File: src/rtl/arya_pipe_pkg.sv
// Shared types and default widths for the pipeline hazard controller.
package arya_pipe_pkg;

  localparam int REG_W_DEF = 3;
  localparam int CNT_W_DEF = 16;

  typedef enum logic [0:0] {
    ST_RUN      = 1'b0,
    ST_MEM_WAIT = 1'b1
  } state_t;

endpackage

File: src/rtl/pipe_hazard_ctrl_hazard_detect.sv
// Load-use comparator: the decode instruction reads a register that the
// load currently in execute has not yet written back.
module hazard_detect
  import arya_pipe_pkg::*;
#(
  parameter int REG_W = REG_W_DEF
) (
  input  logic             dec_valid,
  input  logic [REG_W-1:0] dec_rs1,
  input  logic [REG_W-1:0] dec_rs2,
  input  logic             dec_rs1_used,
  input  logic             dec_rs2_used,
  input  logic             ex_valid,
  input  logic             ex_is_load,
  input  logic             ex_wregen,
  input  logic [REG_W-1:0] ex_wreg,
  output logic             hazard
);

  logic rs1_hit;
  logic rs2_hit;

  // Compare each used source against the pending load destination.
  always_comb begin
    rs1_hit = dec_rs1_used && (dec_rs1 == ex_wreg);
    rs2_hit = dec_rs2_used && (dec_rs2 == ex_wreg);
    hazard  = dec_valid && ex_valid && ex_is_load && ex_wregen && (rs1_hit || rs2_hit);
  end

endmodule

File: src/rtl/pipe_hazard_ctrl.sv
// Pipeline hazard controller: memory-stall, flush and load-use handling
// for a fetch/decode/execute pipe, plus a saturating stall counter.
//
//   state       | meaning
//   ------------+---------------------------------------------------------
//   ST_RUN      | pipeline advancing; execute-stage op has no pending access
//   ST_MEM_WAIT | execute holds a memory op; pipe frozen until mem_ack
module pipe_hazard_ctrl
  import arya_pipe_pkg::*;
#(
  parameter int REG_W = REG_W_DEF,
  parameter int CNT_W = CNT_W_DEF
) (
  input  logic             clk,
  input  logic             reset,
  input  logic             dec_valid,
  input  logic [REG_W-1:0] dec_rs1,
  input  logic [REG_W-1:0] dec_rs2,
  input  logic             dec_rs1_used,
  input  logic             dec_rs2_used,
  input  logic [REG_W-1:0] dec_wreg,
  input  logic             dec_wregen,
  input  logic             dec_wmemen,
  input  logic             dec_is_load,
  input  logic             flush,
  input  logic             mem_ack,
  input  logic             cnt_clr,
  output logic             fd_en,
  output logic             de_en,
  output logic             de_bubble,
  output logic             fd_flush,
  output logic             mem_req,
  output logic [CNT_W-1:0] stall_cnt
);

  state_t           state;
  logic             ex_valid;
  logic [REG_W-1:0] ex_wreg;
  logic             ex_wregen;
  logic             ex_is_load;
  logic             ex_mem;
  logic             hazard;
  logic             mem_stall;

  hazard_detect #(.REG_W(REG_W)) u_hazard_detect (
    .dec_valid    (dec_valid),
    .dec_rs1      (dec_rs1),
    .dec_rs2      (dec_rs2),
    .dec_rs1_used (dec_rs1_used),
    .dec_rs2_used (dec_rs2_used),
    .ex_valid     (ex_valid),
    .ex_is_load   (ex_is_load),
    .ex_wregen    (ex_wregen),
    .ex_wreg      (ex_wreg),
    .hazard       (hazard)
  );

  // Pipe control by priority: memory stall > flush > load-use > advance.
  // Everything is gated by reset so the outputs drop the instant it asserts.
  always_comb begin
    fd_en     = 1'b0;
    de_en     = 1'b0;
    de_bubble = 1'b0;
    fd_flush  = 1'b0;
    mem_req   = 1'b0;
    if (state == ST_MEM_WAIT) begin
      mem_stall = !mem_ack;
    end else begin
      mem_stall = ex_valid && ex_mem && !mem_ack;
    end
    if (reset) begin
      mem_req = ex_valid && ex_mem;
      if (mem_stall) begin
        fd_en = 1'b0;
        de_en = 1'b0;
      end else if (flush) begin
        fd_en     = 1'b1;
        de_en     = 1'b1;
        de_bubble = 1'b1;
        fd_flush  = 1'b1;
      end else if (hazard) begin
        de_en     = 1'b1;
        de_bubble = 1'b1;
      end else begin
        fd_en = 1'b1;
        de_en = 1'b1;
      end
    end
  end

  // Memory-wait FSM; an ack in MEM_WAIT releases the pipe that same cycle.
  always_ff @(posedge clk or negedge reset) begin
    if (!reset) begin
      state <= ST_RUN;
    end else begin
      case (state)
        ST_RUN:      if (ex_valid && ex_mem && !mem_ack) state <= ST_MEM_WAIT;
        ST_MEM_WAIT: if (mem_ack) state <= ST_RUN;
        default:     state <= ST_RUN;
      endcase
    end
  end

  // Execute-stage shadow; a bubble empties the slot.
  always_ff @(posedge clk or negedge reset) begin
    if (!reset) begin
      ex_valid   <= 1'b0;
      ex_wreg    <= '0;
      ex_wregen  <= 1'b0;
      ex_is_load <= 1'b0;
      ex_mem     <= 1'b0;
    end else if (de_en) begin
      if (de_bubble) begin
        ex_valid   <= 1'b0;
        ex_wreg    <= '0;
        ex_wregen  <= 1'b0;
        ex_is_load <= 1'b0;
        ex_mem     <= 1'b0;
      end else begin
        ex_valid   <= dec_valid;
        ex_wreg    <= dec_wreg;
        ex_wregen  <= dec_wregen;
        ex_is_load <= dec_is_load;
        ex_mem     <= dec_is_load || dec_wmemen;
      end
    end
  end

  // Saturating count of frozen-fetch cycles; clear beats increment.
  always_ff @(posedge clk or negedge reset) begin
    if (!reset) begin
      stall_cnt <= '0;
    end else if (cnt_clr) begin
      stall_cnt <= '0;
    end else if (!fd_en && (stall_cnt != {CNT_W{1'b1}})) begin
      stall_cnt <= stall_cnt + CNT_W'(1);
    end
  end

endmodule

File: config.mk
export PLATFORM = sky130hd
export DESIGN_NAME = pipe_hazard_ctrl
export DESIGN_NICKNAME = d
export VERILOG_FILES = /design/src/rtl/arya_pipe_pkg.sv /design/src/rtl/pipe_hazard_ctrl_hazard_detect.sv /design/src/rtl/pipe_hazard_ctrl.sv
export SDC_FILE = /design/constraint.sdc
export NUM_CORES = 1
export LEC_CHECK = 0
export CAP_MARGIN = 40
export CORE_MARGIN = 2
export CORE_UTILIZATION = 35
export CTS_CLUSTER_DIAMETER = 50
export DETAILED_ROUTE_END_ITERATION = 10
export HOLD_SLACK_MARGIN = 0.1
export PLACE_DENSITY = 0.66
export REMOVE_ABC_BUFFERS = 1
export SYNTH_ARGS = -nofsm -noshare
export SYNTH_HDL_FRONTEND = slang
export SYNTH_HIERARCHICAL = 1
export SYNTH_SLANG_ARGS = --single-unit
export TNS_END_PERCENT = 10
File: constraint.sdc
create_clock -name clk -period 2 [get_ports clk]
set_input_delay 0.6 -clock clk [delete_from_list [all_inputs] [get_ports clk]]
set_output_delay 0.6 -clock clk [all_outputs]
set_load 0.01 [all_outputs]
==> Word level (Yosys, flattened, before mapping) <==
Cells that the tools add are included.
{ "word_totals": {"romBits": 0, "mem_bits_rw": 0, "mem_count": 0, "register_bits": 24, "wordCells": 51, "inputBits": 20, "latchBits": 0} }
{ "op_classes": {"n_eq_ne": 3, "mul": 0, "div_mod_pow": 0, "muxes": 25, "n_addsub": 1, "n_bitwise": 1, "n_reduce_logical": 14, "magnitude_cmp": 0, "shift": 0} }
{ "ops": {"columns": ["cell", "count"], "rows": [
  ["16-bit 2-to-1 mux", 2],
  ["1-bit 2-to-1 mux", 21],
  ["16-bit by 1-bit adder with 16-bit output, second input constant", 1],
  ["16-bit inequality test, second input constant", 1],
  ["1-bit logical AND", 9],
  ["3-bit equality test", 2],
  ["3-bit 2-to-1 mux", 1],
  ["1-bit zero test", 2],
  ["1-bit logical OR", 2],
  ["1-bit case mux with 2 select lines", 1],
  ["2-bit nonzero test", 1],
  ["1-bit inverter", 1]
]} }

==> Longest topological paths before layout <==
Gate-level depths: netlist of the first run.
{ "logic_depth": {"word_depth": 12, "mapped_depth": 9, "mapped_depth_nobuf": 9} }

==> Hierarchy <==
Netlist of the first run, hierarchy kept.
{ "modules_own_cells": {"columns": ["mod", "area_each_um2", "cells_per_inst", "seq_area_each_um2", "instances"], "rows": [
  ["pipe_hazard_ctrl", 1238.7, 133, 600.6, 1],
  ["hazard_detect", 76.3, 10, 0.0, 1]
]} }

==> Least setup slack after synthesis of the first run <==
Ideal clock, no wire load.
{ "synth_timing": {"path_type": "input -> register", "startpoint": "input port dec_rs2[0]", "endpoint": "register stall_cnt[13]", "t_arrival_ns": 2.162, "path_buffers": 0, "cell_stages": 8, "setup_slack_ns": -0.239, "path_cell_list": "xnor2_1 > nand4_1 > a21oi_1 > inv_1 > o221ai_2 > o21ai_1 > or4_1 > a21oi_1"} }
{ "synth_via": {"elab_chain_len": 11} }
{ "synth_lines": {"columns": ["item", "line", "text"], "rows": [
  ["from (decl)", "pipe_hazard_ctrl.sv:18", "input logic [REG_W-1:0] dec_rs2,"],
  ["3-bit equality test", "pipe_hazard_ctrl_hazard_detect.sv:26", "rs2_hit = dec_rs2_used && (dec_rs2 == ex_wreg);"],
  ["1-bit logical AND", "pipe_hazard_ctrl_hazard_detect.sv:26", null],
  ["1-bit logical OR", "pipe_hazard_ctrl_hazard_detect.sv:27", "hazard = dec_valid && ex_valid && ex_is_load && ex_wregen && (rs1_hit || rs2_hit);"],
  ["1-bit logical AND", "pipe_hazard_ctrl_hazard_detect.sv:27", null],
  ["net hazard", "pipe_hazard_ctrl.sv:42", "logic hazard;"],
  ["1-bit 2-to-1 mux", "pipe_hazard_ctrl.sv:81", "end else if (hazard) begin"],
  ["1-bit 2-to-1 mux", "pipe_hazard_ctrl.sv:76", "end else if (flush) begin"],
  ["1-bit 2-to-1 mux", "pipe_hazard_ctrl.sv:73", "if (mem_stall) begin"],
  ["1-bit 2-to-1 mux", "pipe_hazard_ctrl.sv:71", "if (reset) begin"],
  ["1-bit zero test", "pipe_hazard_ctrl.sv:135", "end else if (!fd_en && (stall_cnt != {CNT_W{1'b1}})) begin"],
  ["1-bit logical AND", "pipe_hazard_ctrl.sv:135", null],
  ["2-bit nonzero test (no line)", null, null],
  ["to (signal assigned)", "pipe_hazard_ctrl.sv:136", "stall_cnt <= stall_cnt + CNT_W'(1);"],
  ["to (decl)", "pipe_hazard_ctrl.sv:33", "output logic [CNT_W-1:0] stall_cnt"]
]} }
The timed path passes the listed nets, and every way through them passes these cells.
A chain may end at the register's enable or synchronous reset.

==> Worst setup path in the final report of the first run <==
{ "layout_timing": {"startpoint": "input port dec_rs2[0]", "endpoint": "output port fd_en"} }
{ "layout_via": {"elab_chain_len": 8} }
{ "layout_lines": {"columns": ["item", "line", "text"], "rows": [
  ["3-bit equality test", "pipe_hazard_ctrl_hazard_detect.sv:26", null],
  ["1-bit logical AND", "pipe_hazard_ctrl_hazard_detect.sv:26", null],
  ["1-bit logical OR", "pipe_hazard_ctrl_hazard_detect.sv:27", null],
  ["1-bit logical AND", "pipe_hazard_ctrl_hazard_detect.sv:27", null],
  ["net hazard", "pipe_hazard_ctrl.sv:42", null],
  ["1-bit 2-to-1 mux", "pipe_hazard_ctrl.sv:81", null],
  ["1-bit 2-to-1 mux", "pipe_hazard_ctrl.sv:76", null],
  ["1-bit 2-to-1 mux", "pipe_hazard_ctrl.sv:73", null],
  ["1-bit 2-to-1 mux", "pipe_hazard_ctrl.sv:71", null],
  ["to (decl)", "pipe_hazard_ctrl.sv:28", "output logic fd_en,"]
]} }
The timed path passes the listed nets, and every way through them passes these cells.

==> flow_summary.ini, run 1 <==
[synthesis]
syn_inst = 143
synth_area_per_cell_um2 = 9.20
synthTopCellsByArea = dfrtp_1 (46%), xnor2_1 (8.7%), nand2_1 (5.1%), nor2_1 (5.1%), xor2_1 (4.0%)
synth_top_area_share_pct = 45.7
synth.most_common_cell = dfrtp_1
async_flop_share_pct = 100
yosysSeqAreaShare_pct = 45.7
netlist_area_mm2 = 0.00132
yosys_most_used_dff = dfrtp_1
synth_area_leader_cell = dfrtp_1
synth_common_cells = dfrtp_1 (24), nand2_1 (18), nor2_1 (18), xnor2_1 (13), o21ai_0 (8)
ys_ff_latch = 24
synth_cell_types = 32
synth_edf_count = 0
ys_warn_count = 6

[sta]
tightest_slew_ns = 0.577
worst_slack_ns = -0.209
period_needed_ns = 2.21
fmax_mhz = 453
setup_violations = 7
worst_slew_margin_rel_pct = 61.5
finClkSkew_ns = 0.00568
slew_viol_final = 0
rsz0062_at_grt = true
final-hold-violation-count = 0
fin_crit_sh_pct = 110

[floorplanning]
dieWidth_um = 65.3
start_util_pct = 36.2
ios = 41
fp.dieH_um = 65.3
coreArea_mm2 = 0.00363
num_rows = 22
dieArea_mm2 = 0.00426

[placed_design]
dpl_worst_slack_ns = -0.928
gp_congestion = 0.809
port_buffers = 40
post-dp-hpwl_mm = 2.53

[setup_path]
path_max_fanout = 2
critPathLaunchType = input pin
crit_path_top_delay_cell = o221ai_2
required_ns = 1.40
cpLargestDelayFamily = compound AO/OA/AOI/OAI gates
worstSetupEndpointType = output port
critPathKind = input pin to output port
slowest_delay_ns = 0.20
crit_buf_inv = 4
arrival_ns = 1.61
rrSetupSlack_ns = -0.16
cp_cell_sequence = buf_2, xnor2_1, nand4_1, a21oi_2, inv_1, o221ai_2, inv_2, buf_6

[clock_network]
clock_path_buffers = 2
holdBufCountCts = 0
tritoncts = done
cts_root_buffer = clkbuf_8
cts_buffers = 3
clkSlewWorstSetupHoldPaths_ns = 0.08
clkLatencyLatePin_ns = 0.26
clock-sinks = 24
htree_levels = 1

[routing]
dr.pass1.iters = 4
detail_route.wirelength_mm = 3.32
wl_per_cell_um = 13.0
drc = 0
route.antenna.remaining_nets = 0
via_per_inst = 5.00
via_count = 1276
first_iter_violations = 47

[power]
power_density_mw_per_mm2 = 545
power_frac_seq_pct = 46.0
p_sw_share_pct = 22.6
pwr-share-clk_pct = 36.1
power_leakage_nw = 0.858
netSwitchingPower_w = 0.000258
total_power_w = 0.00114
pwr-share-comb_pct = 17.8
internal_power_w = 0.000881
vdd_drop_max_uv = 381

[layout]
n_antenna_cell = 0
fin_nets = 229
syn2layout_area_growth_pct = 58.8
drive_gt1_share_pct = 28.0

[run]
drv_cap = 0

[grt]
grtUsageTotal_pct = 16.8
grt_pass1_wl_mm = 5.71
grt-ovfl-total = 0
grt_pass1_vias = 1346
grt_max_degree = 17
grt_antenna_before_repair = 0

[status]
violations = negative setup slack
run_status = finished, violations left

[hold_path]
hold_class = input pin to async pin
-- placed cells by master (no fill, tap or decap), types with 3 or more instances in the layout --
cell,count
dfrtp_1,24
clkdlybuf4s50_1,23
buf_4,23
nand2_1,18
nor2_1,17
xnor2_1,11
o21ai_0,8
nand4_1,7
dlygate4sd2_1,7
xor2_1,6
buf_2,6
nand3_1,5
buf_6,5
a211oi_2,4
a21oi_2,3
inv_1,3
and3_1,3
or4_1,3
clkbuf_8,3
-- state kept, by name, indices dropped and copies added (netlist names) --
register / count
ex_wregen: 1
ex_is_load: 1
state: 1
ex_wreg: 3
ex_valid: 1
stall_cnt: 16
ex_mem: 1
-- worst paths after layout --
| check | start | to | cells past startpoint |
|---|---|---|---|
| setup / recovery | dec_rs2[0] | fd_en | 8 |
| hold / removal | reset | ex_wreg[2] | 2 |
| setup reg to reg | ex_wreg[0] | stall_cnt[13] | 10 |
| hold reg to reg | ex_wregen | ex_wregen | 2 |
| max in group asynchronous | reset | stall_cnt[0] | 2 |
| min in group clk | ex_wregen | ex_wregen | 2 |
-- worst reg2reg max path: stages (launching register included) --
cell and delay [ns]:
dfrtp_1 0.43, xnor2_1 0.16, nand4_1 0.13, a21oi_2 0.17
inv_1 0.06, o221ai_2 0.20, buf_4 0.15, buf_6 0.10
o21ai_2 0.06, or4_1 0.49, a21oi_2 0.14
-- kinds of logic after synthesis --
| family | synth area share [%] |
|---|---|
| fa+ha+maj | 0.951 |
| xor+xnor | 12.7 |
| buf+inv | 2.28 |
| mux | 0.761 |
| simple gates | 24.3 |
| compound gates | 13.4 |
| flops | 45.7 |
-- power by group through the flow --
stage | logic, W | registers, W | clock network [W]
floorplan | 0.0000653 | 0.000536 | 0
global placement | 0.000193 | 0.000531 | 0
detailed placement | 0.000196 | 0.000532 | 0
CTS | 0.000201 | 0.000524 | 0.000421
global route | 0.000225 | 0.000527 | 0.000444
finish | 0.000203 | 0.000524 | 0.000411
-- area by class of cell --
type / instances / area (um2)
multi-input combinational: 111 / 791
sequential: 24 / 601
tap: 48 / 60.1
clock inverter: 1 / 30.0
clock buffer: 3 / 41.3
fill: 333 / 1550
inverter: 4 / 15.0
timing repair buffer: 64 / 551
-- what timing repair did --
item	4_1_cts	5_1_grt
resized for setup	65	5
setup endpoints to repair	21	15
setup buffers	3	0
pin swaps	15	2
-- per-layer routing --
metal	track usage [%]	vias to the layer above	wire length [um]
met1	20.5	596	1440
li1	-	639	-
met3	2.91	2	223
met5	0	-	0
met2	30.2	39	1640
met4	4.69	0	12
-- stage by stage --
stage	TNS, ns	instance area [um2]	instances	hold WS, ns	util (%)
detailed placement	-12.87	1920	248	0.495	52.8
CTS	-0.676	2060	255	0.321	56.7
floorplan	-0.962	1300	139	0.304	-
global placement	-12.65	1920	248	0.474	52.8
finish	-0.706	2090	255	0.325	57.5
global route	-2.21	2090	255	0.337	57.5
No activity file was read; power rests on OpenSTA's default activity.
==> run 2: changes to the inputs <==
--- a/config.mk
+++ b/config.mk
@@ -10,7 +10,6 @@
 export CORE_UTILIZATION = 35
 export CTS_CLUSTER_DIAMETER = 50
 export DETAILED_ROUTE_END_ITERATION = 10
-export HOLD_SLACK_MARGIN = 0.1
 export PLACE_DENSITY = 0.66
 export REMOVE_ABC_BUFFERS = 1
 export SYNTH_ARGS = -nofsm -noshare
==> results of run 2 <==
Final layout, timing and power as in run 1 (identical DEF).
==> run 3: changes to the inputs <==
--- a/config.mk
+++ b/config.mk
@@ -8,7 +8,6 @@
 export CAP_MARGIN = 40
 export CORE_MARGIN = 2
 export CORE_UTILIZATION = 35
-export CTS_CLUSTER_DIAMETER = 50
 export DETAILED_ROUTE_END_ITERATION = 10
 export PLACE_DENSITY = 0.66
 export REMOVE_ABC_BUFFERS = 1
==> results of run 3 <==
Final layout, timing and power as in run 1 (identical DEF).
